<file path="config.mk">
export PLATFORM = sky130hd
export DESIGN_NAME = multicycle_ctrl_flat
export DESIGN_NICKNAME = d
export VERILOG_FILES = /design/src/rtl/multicycle_ctrl_if.sv /design/src/rtl/multicycle_ctrl.sv /design/src/flat_wrapper.sv
export SDC_FILE = /design/constraint.sdc
export NUM_CORES = 1
export LEC_CHECK = 0
export BUFFER_PORTS_ARGS = -buffer_cell sky130_fd_sc_hd__buf_2
export CAP_MARGIN = 25
export CORE_UTILIZATION = 29
export DETAILED_ROUTE_END_ITERATION = 12
export PLACE_DENSITY_LB_ADDON = 0.08
export SLEW_MARGIN = 30
export SYNTH_ARGS = -nofsm -noshare
export SYNTH_HDL_FRONTEND = slang
export SYNTH_SLANG_ARGS = --single-unit
</file>
<file path="constraint.sdc">
create_clock -name clk -period 2.32 [get_ports clk]
set_input_delay 0.116 -clock clk [delete_from_list [all_inputs] [get_ports clk]]
set_output_delay 0.116 -clock clk [all_outputs]
set_load 0.01 [all_outputs]
</file>
<file path="src/rtl/multicycle_ctrl_if.sv">
// Control bundle between fetch/datapath and the multi-cycle sequencer.
// The sequencer is the slave side; fetch, memory and display form the master side.
interface multicycle_ctrl_if #(
    parameter int RET_W = 16
);
    logic             instr_valid;
    logic [4:0]       opcode;
    logic [1:0]       instr_type;
    logic             mem_ready;
    logic             disp_ready;

    logic             ir_load;
    logic             mem_read_en;
    logic             mem_write_en;
    logic             reg_write_en;
    logic             alu_imm;
    logic             display;
    logic [1:0]       data_to_reg;
    logic             pc_en;
    logic             instr_done;
    logic             illegal;
    logic             bus_error;
    logic             busy;
    logic [RET_W-1:0] retired_count;

    modport slave (
        input  instr_valid, opcode, instr_type, mem_ready, disp_ready,
        output ir_load, mem_read_en, mem_write_en, reg_write_en, alu_imm, display,
               data_to_reg, pc_en, instr_done, illegal, bus_error, busy, retired_count
    );

    modport master (
        output instr_valid, opcode, instr_type, mem_ready, disp_ready,
        input  ir_load, mem_read_en, mem_write_en, reg_write_en, alu_imm, display,
               data_to_reg, pc_en, instr_done, illegal, bus_error, busy, retired_count
    );
endinterface

</file>
<file path="src/rtl/multicycle_ctrl.sv">
// Multi-cycle control sequencer: FETCH/DECODE/EXEC/MEM/DISP/WB with registered
// datapath enables, multiply stretching, memory timeout and a retired-instruction counter.
module multicycle_ctrl #(
    parameter int MUL_LATENCY = 3,
    parameter int MEM_TIMEOUT = 15,
    parameter int RET_W       = 16
) (
    input  logic             clk,
    input  logic             rst,
    multicycle_ctrl_if.slave bus
);
    localparam int CNT_MAX = (MEM_TIMEOUT > MUL_LATENCY) ? MEM_TIMEOUT : MUL_LATENCY;
    localparam int CNT_W   = $clog2(CNT_MAX + 1);

    typedef enum logic [2:0] {
        S_FETCH, S_DECODE, S_EXEC, S_MEM, S_DISP, S_WB
    } state_e;

    typedef struct packed {
        logic       is_load;
        logic       is_store;
        logic       is_li;
        logic       is_alu;
        logic       is_mul;
        logic       is_disp;
        logic       disp_mem;
        logic       alu_imm;
        logic       writes;
        logic [1:0] data_to_reg;
    } dec_t;

    typedef struct packed {
        logic       mem_read_en;
        logic       mem_write_en;
        logic       reg_write_en;
        logic       alu_imm;
        logic       display;
        logic [1:0] data_to_reg;
        logic       pc_en;
        logic       instr_done;
        logic       illegal;
        logic       bus_error;
        logic       busy;
    } out_t;

    function automatic dec_t decode(input logic [1:0] itype, input logic [4:0] op);
        dec_t d;
        d          = '0;
        d.is_load  = (itype == 2'b01) && (op == 5'd0);
        d.is_li    = (itype == 2'b01) && (op == 5'd1);
        d.is_store = (itype == 2'b01) && (op == 5'd2);
        d.is_alu   = (itype == 2'b00) && (op >= 5'd3) && (op <= 5'd19);
        d.is_mul   = d.is_alu && (op[4:1] == 4'b0111);
        d.is_disp  = (itype == 2'b11) && (op >= 5'd21) && (op <= 5'd24);
        d.disp_mem = d.is_disp && (op == 5'd23);
        d.alu_imm  = d.is_alu && (op inside {5'd4, 5'd6, 5'd7, 5'd15, 5'd17, 5'd19});
        d.writes   = d.is_load || d.is_li || (d.is_alu && (op <= 5'd15));
        if (d.is_alu && (op <= 5'd15)) d.data_to_reg = 2'b10;
        else if (d.is_load)            d.data_to_reg = 2'b01;
        else if (d.is_li)              d.data_to_reg = 2'b11;
        else                           d.data_to_reg = 2'b00;
        return d;
    endfunction

    state_e           state_q, state_d;
    logic [4:0]       opcode_q, opcode_d;
    logic [1:0]       itype_q, itype_d;
    logic [CNT_W-1:0] cnt_q, cnt_d;
    logic             ill_flag_q, ill_flag_d;
    logic             bus_flag_q, bus_flag_d;
    logic [RET_W-1:0] retired_q, retired_d;
    out_t             out_q, out_d;
    dec_t             dec_d;

    // NOTE: every always_comb target gets a default first, so no path infers a latch.
    always_comb begin
        opcode_d = opcode_q;
        itype_d  = itype_q;
        if ((state_q == S_FETCH) && bus.instr_valid) begin
            opcode_d = bus.opcode;
            itype_d  = bus.instr_type;
        end
    end

    assign dec_d = decode(itype_d, opcode_d);

    always_comb begin
        state_d    = state_q;
        cnt_d      = cnt_q;
        ill_flag_d = ill_flag_q;
        bus_flag_d = bus_flag_q;
        retired_d  = retired_q;
        case (state_q)
            S_FETCH: if (bus.instr_valid) state_d = S_DECODE;
            S_DECODE: begin
                if (dec_d.is_load || dec_d.is_store) begin
                    state_d = S_MEM;
                    cnt_d   = CNT_W'(1);
                end else if (dec_d.is_alu) begin
                    state_d = S_EXEC;
                    cnt_d   = dec_d.is_mul ? CNT_W'(MUL_LATENCY - 1) : '0;
                end else if (dec_d.is_disp) begin
                    state_d = S_DISP;
                end else begin
                    state_d    = S_WB;
                    ill_flag_d = !dec_d.is_li;
                end
            end
            S_EXEC: begin
                if (cnt_q == '0) state_d = S_WB;
                else             cnt_d   = cnt_q - CNT_W'(1);
            end
            // cnt_q counts the MEM cycle in progress; a late ack still wins over the timeout.
            S_MEM: begin
                if (bus.mem_ready) begin
                    state_d = S_WB;
                end else if ((MEM_TIMEOUT != 0) && (cnt_q == CNT_W'(MEM_TIMEOUT))) begin
                    state_d    = S_WB;
                    bus_flag_d = 1'b1;
                end else if (MEM_TIMEOUT != 0) begin
                    cnt_d = cnt_q + CNT_W'(1);
                end
            end
            S_DISP: if (bus.disp_ready) state_d = S_WB;
            S_WB: begin
                state_d    = S_FETCH;
                ill_flag_d = 1'b0;
                bus_flag_d = 1'b0;
                retired_d  = retired_q + RET_W'(1);
            end
            default: state_d = S_FETCH;
        endcase
    end

    // Outputs are registered copies of what the next state demands.
    always_comb begin
        out_d              = '0;
        out_d.busy         = (state_d != S_FETCH);
        out_d.mem_read_en  = ((state_d == S_MEM) && dec_d.is_load) ||
                             ((state_d == S_DISP) && dec_d.disp_mem);
        out_d.mem_write_en = (state_d == S_MEM) && dec_d.is_store;
        out_d.display      = (state_d == S_DISP);
        out_d.alu_imm      = out_d.busy && dec_d.alu_imm;
        out_d.data_to_reg  = out_d.busy ? dec_d.data_to_reg : 2'b00;
        out_d.pc_en        = (state_d == S_WB);
        out_d.instr_done   = (state_d == S_WB);
        out_d.illegal      = (state_d == S_WB) && ill_flag_d;
        out_d.bus_error    = (state_d == S_WB) && bus_flag_d;
        out_d.reg_write_en = (state_d == S_WB) && dec_d.writes && !ill_flag_d && !bus_flag_d;
    end

    // NOTE: state uses non-blocking assignments; the async reset clears outputs immediately.
    always_ff @(posedge clk or posedge rst) begin
        if (rst) begin
            state_q    <= S_FETCH;
            opcode_q   <= '0;
            itype_q    <= '0;
            cnt_q      <= '0;
            ill_flag_q <= 1'b0;
            bus_flag_q <= 1'b0;
            retired_q  <= '0;
            out_q      <= '0;
        end else begin
            state_q    <= state_d;
            opcode_q   <= opcode_d;
            itype_q    <= itype_d;
            cnt_q      <= cnt_d;
            ill_flag_q <= ill_flag_d;
            bus_flag_q <= bus_flag_d;
            retired_q  <= retired_d;
            out_q      <= out_d;
        end
    end

    // ir_load must follow instr_valid within the FETCH cycle, so it is the one combinational output.
    assign bus.ir_load       = !rst && (state_q == S_FETCH) && bus.instr_valid;
    assign bus.mem_read_en   = out_q.mem_read_en;
    assign bus.mem_write_en  = out_q.mem_write_en;
    assign bus.reg_write_en  = out_q.reg_write_en;
    assign bus.alu_imm       = out_q.alu_imm;
    assign bus.display       = out_q.display;
    assign bus.data_to_reg   = out_q.data_to_reg;
    assign bus.pc_en         = out_q.pc_en;
    assign bus.instr_done    = out_q.instr_done;
    assign bus.illegal       = out_q.illegal;
    assign bus.bus_error     = out_q.bus_error;
    assign bus.busy          = out_q.busy;
    assign bus.retired_count = retired_q;
endmodule
</file>
<file path="src/flat_wrapper.sv">
// flat-port wrapper written by rule: the top's interface ports become plain ports
module multicycle_ctrl_flat 
#(
    parameter int MUL_LATENCY = 3,
    parameter int MEM_TIMEOUT = 15,
    parameter int RET_W       = 16
)
  (clk, rst, bus_instr_valid, bus_opcode, bus_instr_type, bus_mem_ready, bus_disp_ready, bus_ir_load, bus_mem_read_en, bus_mem_write_en, bus_reg_write_en, bus_alu_imm, bus_display, bus_data_to_reg, bus_pc_en, bus_instr_done, bus_illegal, bus_bus_error, bus_busy, bus_retired_count);
  multicycle_ctrl_if #(.RET_W(RET_W)) bus_i ();
  input  logic clk;
  input  logic rst;
  input wire logic [$bits(bus_i.instr_valid)-1:0] bus_instr_valid;
  input wire logic [$bits(bus_i.opcode)-1:0] bus_opcode;
  input wire logic [$bits(bus_i.instr_type)-1:0] bus_instr_type;
  input wire logic [$bits(bus_i.mem_ready)-1:0] bus_mem_ready;
  input wire logic [$bits(bus_i.disp_ready)-1:0] bus_disp_ready;
  output wire logic [$bits(bus_i.ir_load)-1:0] bus_ir_load;
  output wire logic [$bits(bus_i.mem_read_en)-1:0] bus_mem_read_en;
  output wire logic [$bits(bus_i.mem_write_en)-1:0] bus_mem_write_en;
  output wire logic [$bits(bus_i.reg_write_en)-1:0] bus_reg_write_en;
  output wire logic [$bits(bus_i.alu_imm)-1:0] bus_alu_imm;
  output wire logic [$bits(bus_i.display)-1:0] bus_display;
  output wire logic [$bits(bus_i.data_to_reg)-1:0] bus_data_to_reg;
  output wire logic [$bits(bus_i.pc_en)-1:0] bus_pc_en;
  output wire logic [$bits(bus_i.instr_done)-1:0] bus_instr_done;
  output wire logic [$bits(bus_i.illegal)-1:0] bus_illegal;
  output wire logic [$bits(bus_i.bus_error)-1:0] bus_bus_error;
  output wire logic [$bits(bus_i.busy)-1:0] bus_busy;
  output wire logic [$bits(bus_i.retired_count)-1:0] bus_retired_count;
  assign bus_i.instr_valid = bus_instr_valid;
  assign bus_i.opcode = bus_opcode;
  assign bus_i.instr_type = bus_instr_type;
  assign bus_i.mem_ready = bus_mem_ready;
  assign bus_i.disp_ready = bus_disp_ready;
  assign bus_ir_load = bus_i.ir_load;
  assign bus_mem_read_en = bus_i.mem_read_en;
  assign bus_mem_write_en = bus_i.mem_write_en;
  assign bus_reg_write_en = bus_i.reg_write_en;
  assign bus_alu_imm = bus_i.alu_imm;
  assign bus_display = bus_i.display;
  assign bus_data_to_reg = bus_i.data_to_reg;
  assign bus_pc_en = bus_i.pc_en;
  assign bus_instr_done = bus_i.instr_done;
  assign bus_illegal = bus_i.illegal;
  assign bus_bus_error = bus_i.bus_error;
  assign bus_busy = bus_i.busy;
  assign bus_retired_count = bus_i.retired_count;
  multicycle_ctrl #(.MUL_LATENCY(MUL_LATENCY), .MEM_TIMEOUT(MEM_TIMEOUT), .RET_W(RET_W)) u_core (.clk(clk), .rst(rst), .bus(bus_i));
endmodule
</file>
==> results.md <==
- Syn. warnings: 0
- Mapped Cells: 237
- Crit path kind: reg -> reg
- TritonCTS clock tree: done
- Die H: between 90 and 100 um
- Max cap viols: 0
- Setup crit end kind: register
- Cell row count: 32
- Worst Path Max Fanout: 17
- Ports: 41
- Final Hold Vio Count: 0
- Via/cell ratio: 4.90
- DRC errors left: 0
- WHS Path Cells: 3
- Setup bufs post-CTS: 0
- Vias in the first global route: 1875
- Total CTS buffers: 5
- Core area: approximately 0.008 mm^2
- Layout cells sized above 1: between 20% and 30%
- Busiest grt layer: met2
- Final setup violation count: 0
- RSZ-0062 raised after global routing: false
- Type of origin of the critical path: register
- Sequential-to-total area share from yosys stat: around 45%
- Syn-to-layout area delta: 22.7%
- Clk buf depth: 2
- Pins over their slew limit: 0
- IO buf count: 40
- Antenna Diode Count: 0
- Main flop type after synthesis: dfrtp_1
- Synth Register Bits: 43
- Largest net degree at the start of global routing: 33
- Maximum vdd drop: between 0.4 and 0.5 mV
- Worst-margin pin slew: between 0.6 and 0.7 ns
- Power per Cell Area: between 1000 and 1500 mW/mm^2
- Dpl hpwl: around 4600 um
- Sink of the worst hold path: u_core.itype_q[0]
- Internal reg-to-reg setup slack: between 0.1 and 0.15 ns
- Arrival time worst endpoint: approximately 2.4 ns
- Area of the mapped netlist: roughly 0.0024 mm^2
- Fill count: just over 800
- Clock sink total: 43
- Worst hold start: bus_instr_type[0]
- CP required: between 2 and 2.5 ns
- Register area: between 0.001 and 0.0015 mm^2
- Most common cell after layout, fill and taps aside: dfrtp_1
- Clk_lat worst skew: approximately 0.3 ns
- H-Tree Depth: 2
- DRT Pass-1 Iters: 4
- Rel. slew slack: between 50% and 60%
- Wirelength per Cell: 15.2 um
- Status: complete, no violations
- Die area: about 0.0086 mm^2
- Area of the multi-input gates: 0.00125 mm^2
- Most frequent cells in the layout: dfrtp_1 (43), buf_2 (40), nand2_1 (31)
- Synthesized area per cell: between 10 and 15 um^2
- Post-layout util: 37.2%
- Post-Syn Nets: approximately 250
- NumNets Final: slightly above 300
- Starting Density: a little over 30%
- Clock Skew: 0.00655 ns
- First-pass GRT wire length: between 9000 and 10000 um
- Via count: around 1.9k
- DRT iter0 DRCs: roughly 90
- Final period util: between 90% and 100%
- Max reg flops: 16
- Overflow after GRT: 0
- FF-to-FF path depth: 8
- Dpl cell area: 0.00278 mm^2
- HP Class: in -> reg
- Fmax: between 400 and 500 MHz
- Routing usage on met3: 3.86%
- Antenna violations before repair: 0
- GR Util All Layers: 15.0%
- M2 GR Usage: 22.6%
- Static Leak: between 1 and 1.5 nW
- Async SR Flop Fraction: between 90% and 100%
- Final min period: between 2 and 2.5 ns
- R2r startpoint: u_core.state_q[2]
- Design Area, Final: 0.00292 mm^2
- EDFF count, synth: 0
- Clk pin slew, worst setup/hold paths: ~0.090 ns
- Die X: 92.6 um
- Grt met1 use: a little over a fifth
- Routed WL: ~6000 um
- Routability Congestion: about 0.8
- Remaining antenna violation count after routing: 0
- Root buffer cell: clkbuf_8
- FF-to-FF End: u_core.bus.data_to_reg[1]
- Distinct cells, synth: 61
-- where the power goes --
part           switching [W]  internal, W  leakage, nW
Clock               0.000269     0.000211       0.0412
Combinational        0.00100     0.000770        0.767
Sequential          0.000217     0.000965        0.562
-- per-layer routing --
metal	routed length (um)	part of all wire, %
met1	2940	49
met2	2710	45
met3	309	5.2
met4	36	0.60
met5	0	0
-- cell families after synthesis --
kind of cell / synth area share, %
simple gates: 24.5
xor+xnor: 6.26
mux: 1.74
fa+ha+maj: 2.42
buf+inv: 4.00
flops: 45.2
compound gates: 15.8
-- area by class of cell --
class	count	share of cell area, %
Sequential cell	43	36.9
Clock buffer	6	2.49
Tap cell	102	4.37
Inverter	9	1.16
Timing Repair Buffer	56	11.9
Multi-Input combinational cell	176	42.8
Clock inverter	2	0.429
-- worst max-delay path by stage --
stage / start / to / slack [ns] / depth (start not counted)
after global placement: u_core.state_q[0] / u_core.cnt_q[1] / -0.02 / 6
after global routing: u_core.state_q[1] / u_core.cnt_q[0] / 0.001 / 7
after CTS: u_core.state_q[0] / u_core.cnt_q[1] / 0.05 / 6
after floorplan: u_core.state_q[2] / u_core.cnt_q[3] / 0.11 / 10
final: u_core.state_q[2] / u_core.bus.data_to_reg[1] / 0.10 / 8
after detailed placement: u_core.state_q[0] / u_core.cnt_q[1] / -0.01 / 6
-- worst max-delay path: stages, from the launching register on --
cell	delay, ns
dfrtp_1	0.43
buf_4	0.18
nor4b_4	0.31
buf_12	0.18
nand4_1	0.14
o22a_1	0.22
a31oi_4	0.31
nand3_1	0.15
a21boi_1	0.15
-- metrics by stage --
stage	setup TNS, ns	total power (W)	instances	setup WS, ns	hold slack (ns)
2_1_floorplan	0	0.00233	237	0.109	0.221
3_5_place_dp	-0.0114	0.00292	385	-0.0114	0.0834
5_1_grt	0	0.00372	394	0.00148	0.0868
3_3_place_gp	-0.0212	0.00294	385	-0.0212	0.0802
4_1_cts	0	0.00342	394	0.0452	0.0601
6_report	0	0.00344	394	0.102	0.0719
-- synthesized netlist by cell type (all sizes together), types with 2 or more instances --
library cell | number | area (um^2)
dfrtp | 43 | 1080
nor4b | 2 | 32.5
clkbuf | 4 | 15.0
nor3 | 7 | 35.0
nand4 | 5 | 31.3
nand2 | 32 | 120
o21a | 3 | 22.5
o21ai | 6 | 30.0
buf | 5 | 46.3
and4 | 3 | 26.3
nor4 | 4 | 31.3
nor3b | 3 | 22.5
nor2b | 3 | 18.8
xnor2 | 11 | 96.3
o22ai | 2 | 12.5
and3 | 5 | 31.3
inv | 9 | 33.8
or2 | 5 | 31.3
ha | 3 | 37.5
nand2b | 6 | 37.5
a211oi | 2 | 15.0
and2 | 7 | 43.8
a21boi | 2 | 15.0
mux2i | 3 | 30.0
a21oi | 7 | 35.0
a31o | 3 | 26.3
a31oi | 3 | 33.8
nand3 | 4 | 20.0
xor2 | 6 | 52.6
nor2 | 15 | 56.3
a2111oi | 4 | 67.6
-- repair_timing --
action                                  in CTS  in global routing
hold buffers                                 1                  0
endpoints found under the hold margin       11                  0
pin swaps                                    1                  1
endpoints found under the setup margin       1                  6
gates resized for setup                      0                  7
cloned                                       0                  0
(Power assumes the default switching activity.)
